==> config.mk <==
export PLATFORM = sky130hd
export DESIGN_NAME = host_csr_responder
export DESIGN_NICKNAME = d
export VERILOG_FILES = /design/src/rtl/host_csr_pkg.sv /design/src/rtl/host_csr_responder.sv
export SDC_FILE = /design/constraint.sdc
export NUM_CORES = 1
export LEC_CHECK = 0
export ABC_AREA = 1
export BUFFER_PORTS_ARGS = -buffer_cell sky130_fd_sc_hd__buf_4
export CAP_MARGIN = 20
export CORE_UTILIZATION = 55
export CTS_CLUSTER_DIAMETER = 80
export DETAILED_ROUTE_END_ITERATION = 12
export GPL_TIMING_DRIVEN = 0
export HOLD_SLACK_MARGIN = 0.08
export PLACE_DENSITY = 0.89
export SLEW_MARGIN = 20
export SYNTH_ARGS = -nofsm -noshare
export SYNTH_HDL_FRONTEND = slang
export SYNTH_SLANG_ARGS = --single-unit
==> constraint.sdc <==
create_clock -name clk -period 14.9 [get_ports clk]
set_clock_uncertainty 0.2 [all_clocks]
set_input_delay 2.98 -clock clk [delete_from_list [all_inputs] [get_ports clk]]
set_output_delay 2.98 -clock clk [all_outputs]
set_load 0.01 [all_outputs]
==> src/rtl/host_csr_pkg.sv <==
// host_csr_pkg: shared constants and FSM state type for the host CSR responder.
package host_csr_pkg;
  localparam logic [11:0] TOHOST_ADDR   = 12'h780;
  localparam logic [11:0] FROMHOST_ADDR = 12'h781;
  localparam int          DATA_W        = 64;
  typedef enum logic {IDLE, RESP} state_t;
endpackage

==> src/rtl/host_csr_responder.sv <==
// host_csr_responder: tohost/fromhost CSR pair served over a host req/resp handshake.
// Define HOST_CSR_CLEAR_ON_READ_EN to clear tohost when the host reads it.
module host_csr_responder
  import host_csr_pkg::*;
#(
  parameter logic [11:0] ADDR_TOHOST   = TOHOST_ADDR,
  parameter logic [11:0] ADDR_FROMHOST = FROMHOST_ADDR
) (
  input  logic              clk,
  input  logic              reset,
  input  logic              io_host_csr_req_valid,
  output logic              io_host_csr_req_ready,
  input  logic              io_host_csr_req_bits_rw,
  input  logic [11:0]       io_host_csr_req_bits_addr,
  input  logic [DATA_W-1:0] io_host_csr_req_bits_data,
  output logic              io_host_csr_resp_valid,
  input  logic              io_host_csr_resp_ready,
  output logic [DATA_W-1:0] io_host_csr_resp_bits,
  input  logic              core_tohost_wen,
  input  logic [DATA_W-1:0] core_tohost_wdata,
  output logic [DATA_W-1:0] core_fromhost,
  output logic [DATA_W-1:0] core_tohost
);
  state_t            state, state_nx;
  logic [DATA_W-1:0] tohost, fromhost, resp_q, tohost_nx, fromhost_nx, rd_val;
  logic              accept, hit_to, hit_from, rd_clr;
  assign accept   = io_host_csr_req_valid && state == IDLE;
  assign hit_to   = io_host_csr_req_bits_addr == ADDR_TOHOST;
  assign hit_from = io_host_csr_req_bits_addr == ADDR_FROMHOST;
  assign rd_val   = hit_to ? tohost : hit_from ? fromhost : '0;
`ifdef HOST_CSR_CLEAR_ON_READ_EN
  assign rd_clr = accept && !io_host_csr_req_bits_rw && hit_to;
`else
  assign rd_clr = 1'b0;
`endif
  always_comb begin
    state_nx = state == IDLE ? (io_host_csr_req_valid ? RESP : IDLE)
                             : (io_host_csr_resp_ready ? IDLE : RESP);
    io_host_csr_req_ready  = state == IDLE;
    io_host_csr_resp_valid = state == RESP;
  end
  // core write has priority over both host write and clear-on-read
  always_comb begin
    tohost_nx   = core_tohost_wen ? core_tohost_wdata
                : (accept && io_host_csr_req_bits_rw && hit_to) ? io_host_csr_req_bits_data
                : rd_clr ? '0 : tohost;
    fromhost_nx = (accept && io_host_csr_req_bits_rw && hit_from) ? io_host_csr_req_bits_data
                : fromhost;
  end
  always_ff @(posedge clk or posedge reset) begin
    if (reset) begin
      state    <= IDLE;
      tohost   <= '0;
      fromhost <= '0;
      resp_q   <= '0;
    end else begin
      state    <= state_nx;
      tohost   <= tohost_nx;
      fromhost <= fromhost_nx;
      if (accept) resp_q <= rd_val;
    end
  end
  assign io_host_csr_resp_bits = resp_q;
  assign core_tohost           = tohost;
  assign core_fromhost         = fromhost;
endmodule

==> results of run 1 <==
## worst max-delay path, stage by stage
cell and delay [ps]:
buf_4 110, inv_1 40, nand2_1 70, nor2_1 220, and2_1 200, nand3_2 280, buf_2 310, nand2_1 90
nand2_1 50
## routing by layer
metal,vias up,GRT usage
met1,5095,0.493
li1,4927,-
met3,160,0.0612
met4,0,0.197
met2,815,0.626
met5,-,0
## sequential cells by signal (all words and copies together) (netlist names)
signal	cells
io_host_csr_resp_bits	64
core_tohost	64
core_fromhost	64
io_host_csr_resp_valid	1
## final timing paths
check	from	to	slack, ps	cells past startpoint
setup / recovery	io_host_csr_req_bits_addr[4]	core_fromhost[59]	10650	9
hold / removal	io_host_csr_resp_bits[24]	io_host_csr_resp_bits[24]	280	2
setup reg to reg	io_host_csr_resp_valid	core_fromhost[59]	13060	7
hold reg to reg	io_host_csr_resp_bits[24]	io_host_csr_resp_bits[24]	280	2
max in group asynchronous	reset	io_host_csr_resp_bits[52]	11140	3
min in group asynchronous	reset	core_tohost[27]	2450	2
## area by class of cell
class	count	area, um2
plain buffers	109	617
clock buffers	22	454
clock inverters	8	85.1
fillers	1272	4150
inverters	12	52.6
multi-input cells	982	4190
flip-flops and latches	193	4830
well taps	225	282
repair buffers	340	2570
## through the flow
step	cells	worst slack (ps)
final	1891	10650
after floorplan	1296	6460
after CTS	1891	10670
after global placement	1860	4390
after global routing	1891	10560
after detailed placement	1861	10280
## power groups by stage
stage | Combinational, mW | Clock (mW) | Sequential, mW
CTS | 0.173 | 0.430 | 0.561
global placement | 0.167 | 0 | 0.570
global route | 0.188 | 0.449 | 0.563
floorplan | 0.0686 | 0 | 0.575
detailed placement | 0.172 | 0 | 0.570
finish | 0.175 | 0.431 | 0.562
## cell usage after synthesis, types with 4 or more instances
library cell	n	area (um2)
nand2_1	711	2670
inv_1	10	37.5
nand4_1	128	801
clkbuf_1	14	52.6
buf_4	25	188
buf_1	9	33.8
buf_6	6	67.6
buf_2	55	275
dfrtp_1	193	4830
nand3_1	129	646
nor2_1	5	18.8
nor2_2	4	25.0
## cell families (layout without fill, tap and decap cells)
logic type      after synthesis  count (layout)  share of synthesized area
simple gates                981             981                      0.432
compound gates                1               1                   0.000516
buf+inv                     121             491                     0.0683
flops                       193             193                      0.499
==> flow_metrics.env, run 1 <==
export IMPL_clk_path_buf_depth=2
export IMPL_p_sw_frac=0.274
export IMPL_cts_made_buffers=17
export IMPL_pwr_share_seq=0.481
export IMPL_die_area_mm2=0.0181
export IMPL_hpwlAfterDp_um=25100
export IMPL_clk_latency_ps=420
export IMPL_core_area_mm2=0.0172
export IMPL_worst_ep_arrival_time_ps=4360
export IMPL_max_slew_margin_rel=0.489
export IMPL_place_area_mm2=0.0125
export IMPL_drt_pass1_iter_count=7
export IMPL_first_global_vias=10200
export IMPL_critical_path_class="primary input to register"
export IMPL_yosysUniqueCellTypes=17
export IMPL_switchingPower_mw=0.319
export IMPL_drive_above_1_share=0.277
export IMPL_report_power_total_mw=1.17
export IMPL_cts_sinks=193
export IMPL_fmax_mhz=235
export IMPL_final_util=0.759
export IMPL_fin_crit_ps=4250
export IMPL_final_cell_mix="nand2_1, buf_4, dfrtp_1"
export IMPL_p_int_mw=0.848
export IMPL_htreeDepth=4
export IMPL_track_usage=0.383
export IMPL_p_per_area_mw_per_mm2=89.2
export IMPL_clk_pin_slew_worst_paths_ps=70
export IMPL_rsz0062_at_grt="false"
export IMPL_grt_pass1_wl_um=53300
export IMPL_drv_cap=0
export IMPL_drc=0
export IMPL_initial_core_util=0.562
export IMPL_drtIter0Drc=1051
export IMPL_required_ps=15010
export IMPL_synth_area_mm2=0.00968
export IMPL_die_height_um=135
export IMPL_synth_edf_count=0
export IMPL_hp_class="register to register"
export IMPL_nets=1801
export IMPL_setup_viol_count_final=0
export IMPL_overflow=0
export IMPL_syn_num_nets=1442
export IMPL_cts_hold_buffers=0
export IMPL_drt_total_wl_um=34900
export IMPL_p_clk_frac=0.369
export IMPL_vdd_drop_max_mv=0.0801
export IMPL_dr_wl_met2_um=16700
export IMPL_synth_warning_count=0
export IMPL_ys_ff_latch=193
export IMPL_worst_pin_slew_ps=767
export IMPL_crit_path_start_kind="primary input"
export IMPL_ant_nets=0
export IMPL_die_w_um=135
export IMPL_cp_max_fo=10
export IMPL_highest_layer="met4"
export IMPL_insertedDiodeCount=0
export IMPL_finalMaxSlewViolations=0
export IMPL_avgSynthCellArea_um2=7.47
export IMPL_power_leakage_nw=7.79
export IMPL_finalHoldViolCount=0
export IMPL_grt_max_degree=106
export IMPL_met3_length_um=3630
export IMPL_clockRootBuffer="clkbuf_16"
export IMPL_ys_seq_area_frac=0.499
export IMPL_layout_commonest_cell="nand2_1"
export IMPL_gp_congestion=0.949
export IMPL_status="complete, no violations"
export IMPL_io_pins=340
export IMPL_cts_tree="yes"
export IMPL_synth_async_reset_ratio=1.00
export IMPL_num_rows=48
export IMPL_port_buffers=339
export IMPL_final_period_utilization=0.285
export IMPL_synth_flop_cell="dfrtp_1"
export IMPL_vias=11000
export IMPL_cts_setup_buffers=0
export IMPL_met1_length_um=12800
export IMPL_finalSetupTns_ps=0
export IMPL_combPwrFrac=0.150
export IMPL_final_design_area_no_fill_mm2=0.0131
export IMPL_cts_repair_resized=0
export IMPL_post_drt_wl_per_cell_um=18.5
export IMPL_antenna_found_initial=0
export IMPL_syn_to_final_growth_pct=35.1
export IMPL_whs_ps=283
export IMPL_via_per_inst=5.82
export IMPL_endpoint_kind="register"
export IMPL_syn_inst=1296
No activity file was read; power rests on OpenSTA's default activity.
==> run 2: changes to the inputs <==
- CORE_UTILIZATION: 55 -> 51
- PLACE_DENSITY: 0.89 -> 0.83
- clock period: 14.9 -> 4.3 ns (I/O delays scaled with it)
==> flow_metrics.env, run 2 (same netlist as run 1, synthesis figures left out) <==
export IMPL_cts_sinks=193
export IMPL_rsz0062_at_grt="false"
export IMPL_switchingPower_mw=1.18
export IMPL_vias=10900
export IMPL_ant_nets=0
export IMPL_die_w_um=140
export IMPL_port_buffers=339
export IMPL_clk_path_buf_depth=2
export IMPL_cpMaxStageDelayCell="dfrtp_1"
export IMPL_fin_crit_ps=2130
export IMPL_slowest_delay_ps=450
export IMPL_final_util=0.711
export IMPL_hpwlAfterDp_um=25800
export IMPL_final_design_area_no_fill_mm2=0.0133
export IMPL_cpLargestDelayFamily="flip-flops"
export IMPL_clk_latency_ps=440
export IMPL_p_per_area_mw_per_mm2=312
export IMPL_place_area_mm2=0.0127
export IMPL_die_height_um=140
export IMPL_power_leakage_nw=7.88
export IMPL_grt_max_degree=33
export IMPL_final_cell_mix="nand2_1, buf_4, dfrtp_1"
export IMPL_setup_viol_count_final=0
export IMPL_final_period_utilization=0.495
export IMPL_overflow=0
export IMPL_status="complete, no violations"
export IMPL_drt_total_wl_um=35100
export IMPL_cts_made_buffers=17
export IMPL_worstReg2RegStart="io_host_csr_resp_valid"
export IMPL_worst_ep_arrival_time_ps=1070
export IMPL_cts_tree="yes"
export IMPL_drv_cap=0
export IMPL_cts_repair_resized=0
export IMPL_vdd_drop_max_mv=0.283
export IMPL_combPwrFrac=0.148
export IMPL_gp_congestion=1.00
export IMPL_layout_commonest_cell="nand2_1"
export IMPL_max_slew_margin_rel=0.607
export IMPL_num_rows=50
export IMPL_track_usage=0.357
export IMPL_cts_hold_buffers=0
export IMPL_pwr_share_seq=0.470
export IMPL_p_sw_frac=0.286
export IMPL_drt_pass1_iter_count=7
export IMPL_crit_path_start_kind="register"
export IMPL_clk_pin_slew_worst_paths_ps=80
export IMPL_endpoint_kind="primary output"
export IMPL_grt_pass1_wl_um=53700
export IMPL_finalMaxSlewViolations=0
export IMPL_fmax_mhz=470
export IMPL_hp_class="primary input to async pin"
export IMPL_via_per_inst=5.69
export IMPL_dr_wl_met2_um=17000
export IMPL_io_pins=340
export IMPL_die_area_mm2=0.0195
export IMPL_cts_setup_buffers=0
export IMPL_required_ps=3240
export IMPL_nets=1807
export IMPL_drive_above_1_share=0.283
export IMPL_crit_buf_inv=1
export IMPL_crit_path_cell_trace="buf_4"
export IMPL_drc=0
export IMPL_worst_pin_slew_ps=588
export IMPL_p_int_mw=2.96
export IMPL_core_area_mm2=0.0186
export IMPL_drtIter0Drc=1056
export IMPL_reg2reg_slack_ps=2450
export IMPL_met3_length_um=3340
export IMPL_initial_core_util=0.519
export IMPL_htreeDepth=4
export IMPL_critical_path_class="register to primary output"
export IMPL_p_clk_frac=0.381
export IMPL_first_global_vias=9929
export IMPL_syn_to_final_growth_pct=36.9
export IMPL_crit_path_start="core_fromhost[0]"
export IMPL_insertedDiodeCount=0
export IMPL_met1_length_um=13300
export IMPL_highest_layer="met4"
export IMPL_post_drt_wl_per_cell_um=18.4
export IMPL_clockRootBuffer="clkbuf_16"
export IMPL_finalSetupTns_ps=0
export IMPL_cp_max_fo=3
export IMPL_finalHoldViolCount=0
export IMPL_antenna_found_initial=0
==> run 2: power by group through the flow <==
stage                     clock network [mW]  logic [mW]  registers, mW
after floorplan                            0       0.238           1.99
after global placement                     0       0.579           1.98
after detailed placement                   0       0.609           1.98
after CTS                               1.58       0.612           1.94
after global routing                    1.65       0.663           1.95
final                                   1.58       0.614           1.95
==> run 2: final timing paths <==
check,to,cells after the start
min in group clk,io_host_csr_resp_bits[47],2
max,core_fromhost[0],1
max reg2reg,core_fromhost[1],7
min reg2reg,io_host_csr_resp_bits[47],2
max in group asynchronous,core_fromhost[46],6
min,io_host_csr_resp_bits[23],2
==> run 2: per-layer routing <==
layer / GRT usage / up-vias
li1: - / 4934
met1: 0.464 / 5102
met2: 0.580 / 711
met3: 0.0640 / 116
met4: 0.173 / 0
met5: 0 / -
==> run 2: layout make-up <==
type / instances / area, um2
Fill cell: 1509 / 5380
Timing Repair Buffer: 346 / 2710
Multi-Input combinational cell: 982 / 4190
Buffer: 109 / 617
Inverter: 12 / 48.8
Clock buffer: 17 / 425
Clock inverter: 15 / 148
Tap cell: 234 / 293
Sequential cell: 193 / 4830
==> run 2: through the flow <==
stage	hold slack [ps]	worst slack, ps	total power [mW]	std cells
6_report	277	2170	4.14	1908
5_1_grt	298	2070	4.27	1908
3_3_place_gp	265	-404	2.56	1869
3_5_place_dp	266	1770	2.59	1876
2_1_floorplan	315	750	2.23	1296
4_1_cts	283	2150	4.14	1908
==> run 3: changes to the inputs <==
- CORE_UTILIZATION: 51 -> 46
- PLACE_DENSITY: 0.83 -> 0.79
- clock period: 4.3 -> 1.8 ns (I/O delays scaled with it)
==> flow_metrics.env, run 3 (same netlist as run 1, synthesis figures left out) <==
export IMPL_grt_max_degree=35
export IMPL_via_per_inst=5.50
export IMPL_cts_hold_buffers=128
export IMPL_crit_path_start_kind="register"
export IMPL_track_usage=0.350
export IMPL_fillers=1573
export IMPL_clk_pin_slew_worst_paths_ps=70
export IMPL_grt_pass1_wl_um=59000
export IMPL_antenna_found_initial=0
export IMPL_cp_max_fo=10
export IMPL_finalHoldViolCount=27
export IMPL_worst_pin_slew_ps=664
export IMPL_clk_latency_ps=440
export IMPL_max_slew_margin_rel=0.557
export IMPL_p_int_mw=7.40
export IMPL_final_util=0.717
export IMPL_overflow=0
export IMPL_p_per_area_mw_per_mm2=707
export IMPL_final_period_utilization=0.968
export IMPL_drtIter0Drc=922
export IMPL_cts_made_buffers=17
export IMPL_endpoint_kind="register"
export IMPL_status="finished, violations left"
export IMPL_hpwlAfterDp_um=25700
export IMPL_num_rows=52
export IMPL_syn_to_final_growth_pct=51.3
export IMPL_cts_tree="yes"
export IMPL_ff2ff_path_depth=8
export IMPL_cts_sinks=193
export IMPL_fin_crit_ps=1740
export IMPL_worst_ep_arrival_time_ps=1860
export IMPL_clk_path_buf_depth=2
export IMPL_core_area_mm2=0.0204
export IMPL_switchingPower_mw=2.96
export IMPL_whs_ps=-184
export IMPL_vdd_drop_max_mv=0.565
export IMPL_layout_commonest_cell="nand2_1"
export IMPL_fmax_mhz=574
export IMPL_clockRootBuffer="clkbuf_16"
export IMPL_combPwrFrac=0.166
export IMPL_insertedDiodeCount=0
export IMPL_die_w_um=147
export IMPL_hp_class="primary input to async pin"
export IMPL_final_design_area_no_fill_mm2=0.0147
export IMPL_drv_cap=0
export IMPL_setup_viol_count_final=0
export IMPL_post_drt_wl_per_cell_um=18.3
export IMPL_finalMaxSlewViolations=0
export IMPL_ant_nets=0
export IMPL_violations="negative hold slack"
export IMPL_die_area_mm2=0.0216
export IMPL_die_height_um=147
export IMPL_drt_pass1_iter_count=6
export IMPL_gp_congestion=0.918
export IMPL_drive_above_1_share=0.266
export IMPL_drc=0
export IMPL_p_clk_frac=0.384
export IMPL_place_area_mm2=0.0127
export IMPL_critical_path_class="register to register"
export IMPL_pwr_share_seq=0.450
export IMPL_required_ps=1920
export IMPL_p_sw_frac=0.286
export IMPL_io_pins=340
export IMPL_drt_total_wl_um=37800
export IMPL_htreeDepth=4
export IMPL_first_global_vias=11200
export IMPL_nets=1934
export IMPL_port_buffers=339
export IMPL_final_cell_mix="nand2_1, buf_4, dfrtp_1"
export IMPL_power_leakage_nw=8.44
export IMPL_initial_core_util=0.474
export IMPL_report_power_total_mw=10.4
export IMPL_vias=11400
run 3: through the flow:
step	hold slack, ps	std cells	TNS, ps	worst slack [ps]
3_5_place_dp	266	1911	-35050	-233
6_report	-184	2070	0	58.4
5_1_grt	-150	2070	-1.51	-1.51
3_3_place_gp	264	1905	-496510	-2450
2_1_floorplan	269	1296	-241330	-1250
4_1_cts	-174	2070	-300	-25.5
run 3: worst paths after layout:
kind | startpoint | endpoint | slack, ps
min in group clk | core_tohost_wdata[59] | core_tohost[59] | 120
min | reset | io_host_csr_resp_bits[24] | -180
max reg2reg | io_host_csr_resp_valid | core_tohost[35] | 60
max | io_host_csr_resp_valid | core_tohost[35] | 60
max in group asynchronous | reset | io_host_csr_resp_bits[56] | 380
min reg2reg | io_host_csr_resp_bits[20] | io_host_csr_resp_bits[20] | 280
run 3: per-layer routing:
layer	wire length, um	vias to the layer above	global-route usage
met3	3310	132	0.0686
met2	18500	673	0.585
li1	-	5193	-
met1	14300	5395	0.432
met5	0	-	0
met4	1660	0	0.176
run 3: power by group through the flow:
| stage | sequential (mW) | clock (mW) | combinational (mW) |
|---|---|---|---|
| 2_1_floorplan | 4.76 | 0 | 0.568 |
| 3_3_place_gp | 4.73 | 0 | 1.39 |
| 3_5_place_dp | 4.73 | 0 | 1.44 |
| 4_1_cts | 4.65 | 3.95 | 1.68 |
| 5_1_grt | 4.67 | 4.12 | 1.85 |
| 6_report | 4.66 | 3.98 | 1.72 |
run 3: critical path, cell delays in order, from the launching register on:
cell	delay, ps
dfrtp_1	410
inv_2	100
nand2_4	90
nor2_4	200
nand3_4	120
buf_8	180
buf_4	170
nand3_1	90
nand2_1	60
run 3: timing repair:
action | 4_1_cts | 5_1_grt
endpoints found under the hold margin | 156 | 27
endpoints found under the setup margin | 38 | 156
gates resized for setup | 3 | 24
buffers inserted | 0 | 0
pin swaps | 0 | 1
run 3: cell type report:
type	count	area (um2)	share of cell area
Clock inverter	14	171	0.0117
Timing Repair Buffer	473	3950	0.270
Sequential cell	193	4830	0.330
Clock buffer	17	425	0.0290
Buffer	109	656	0.0448
Inverter	12	48.8	0.00333
Tap cell	270	338	0.0231
Multi-Input combinational cell	982	4230	0.289
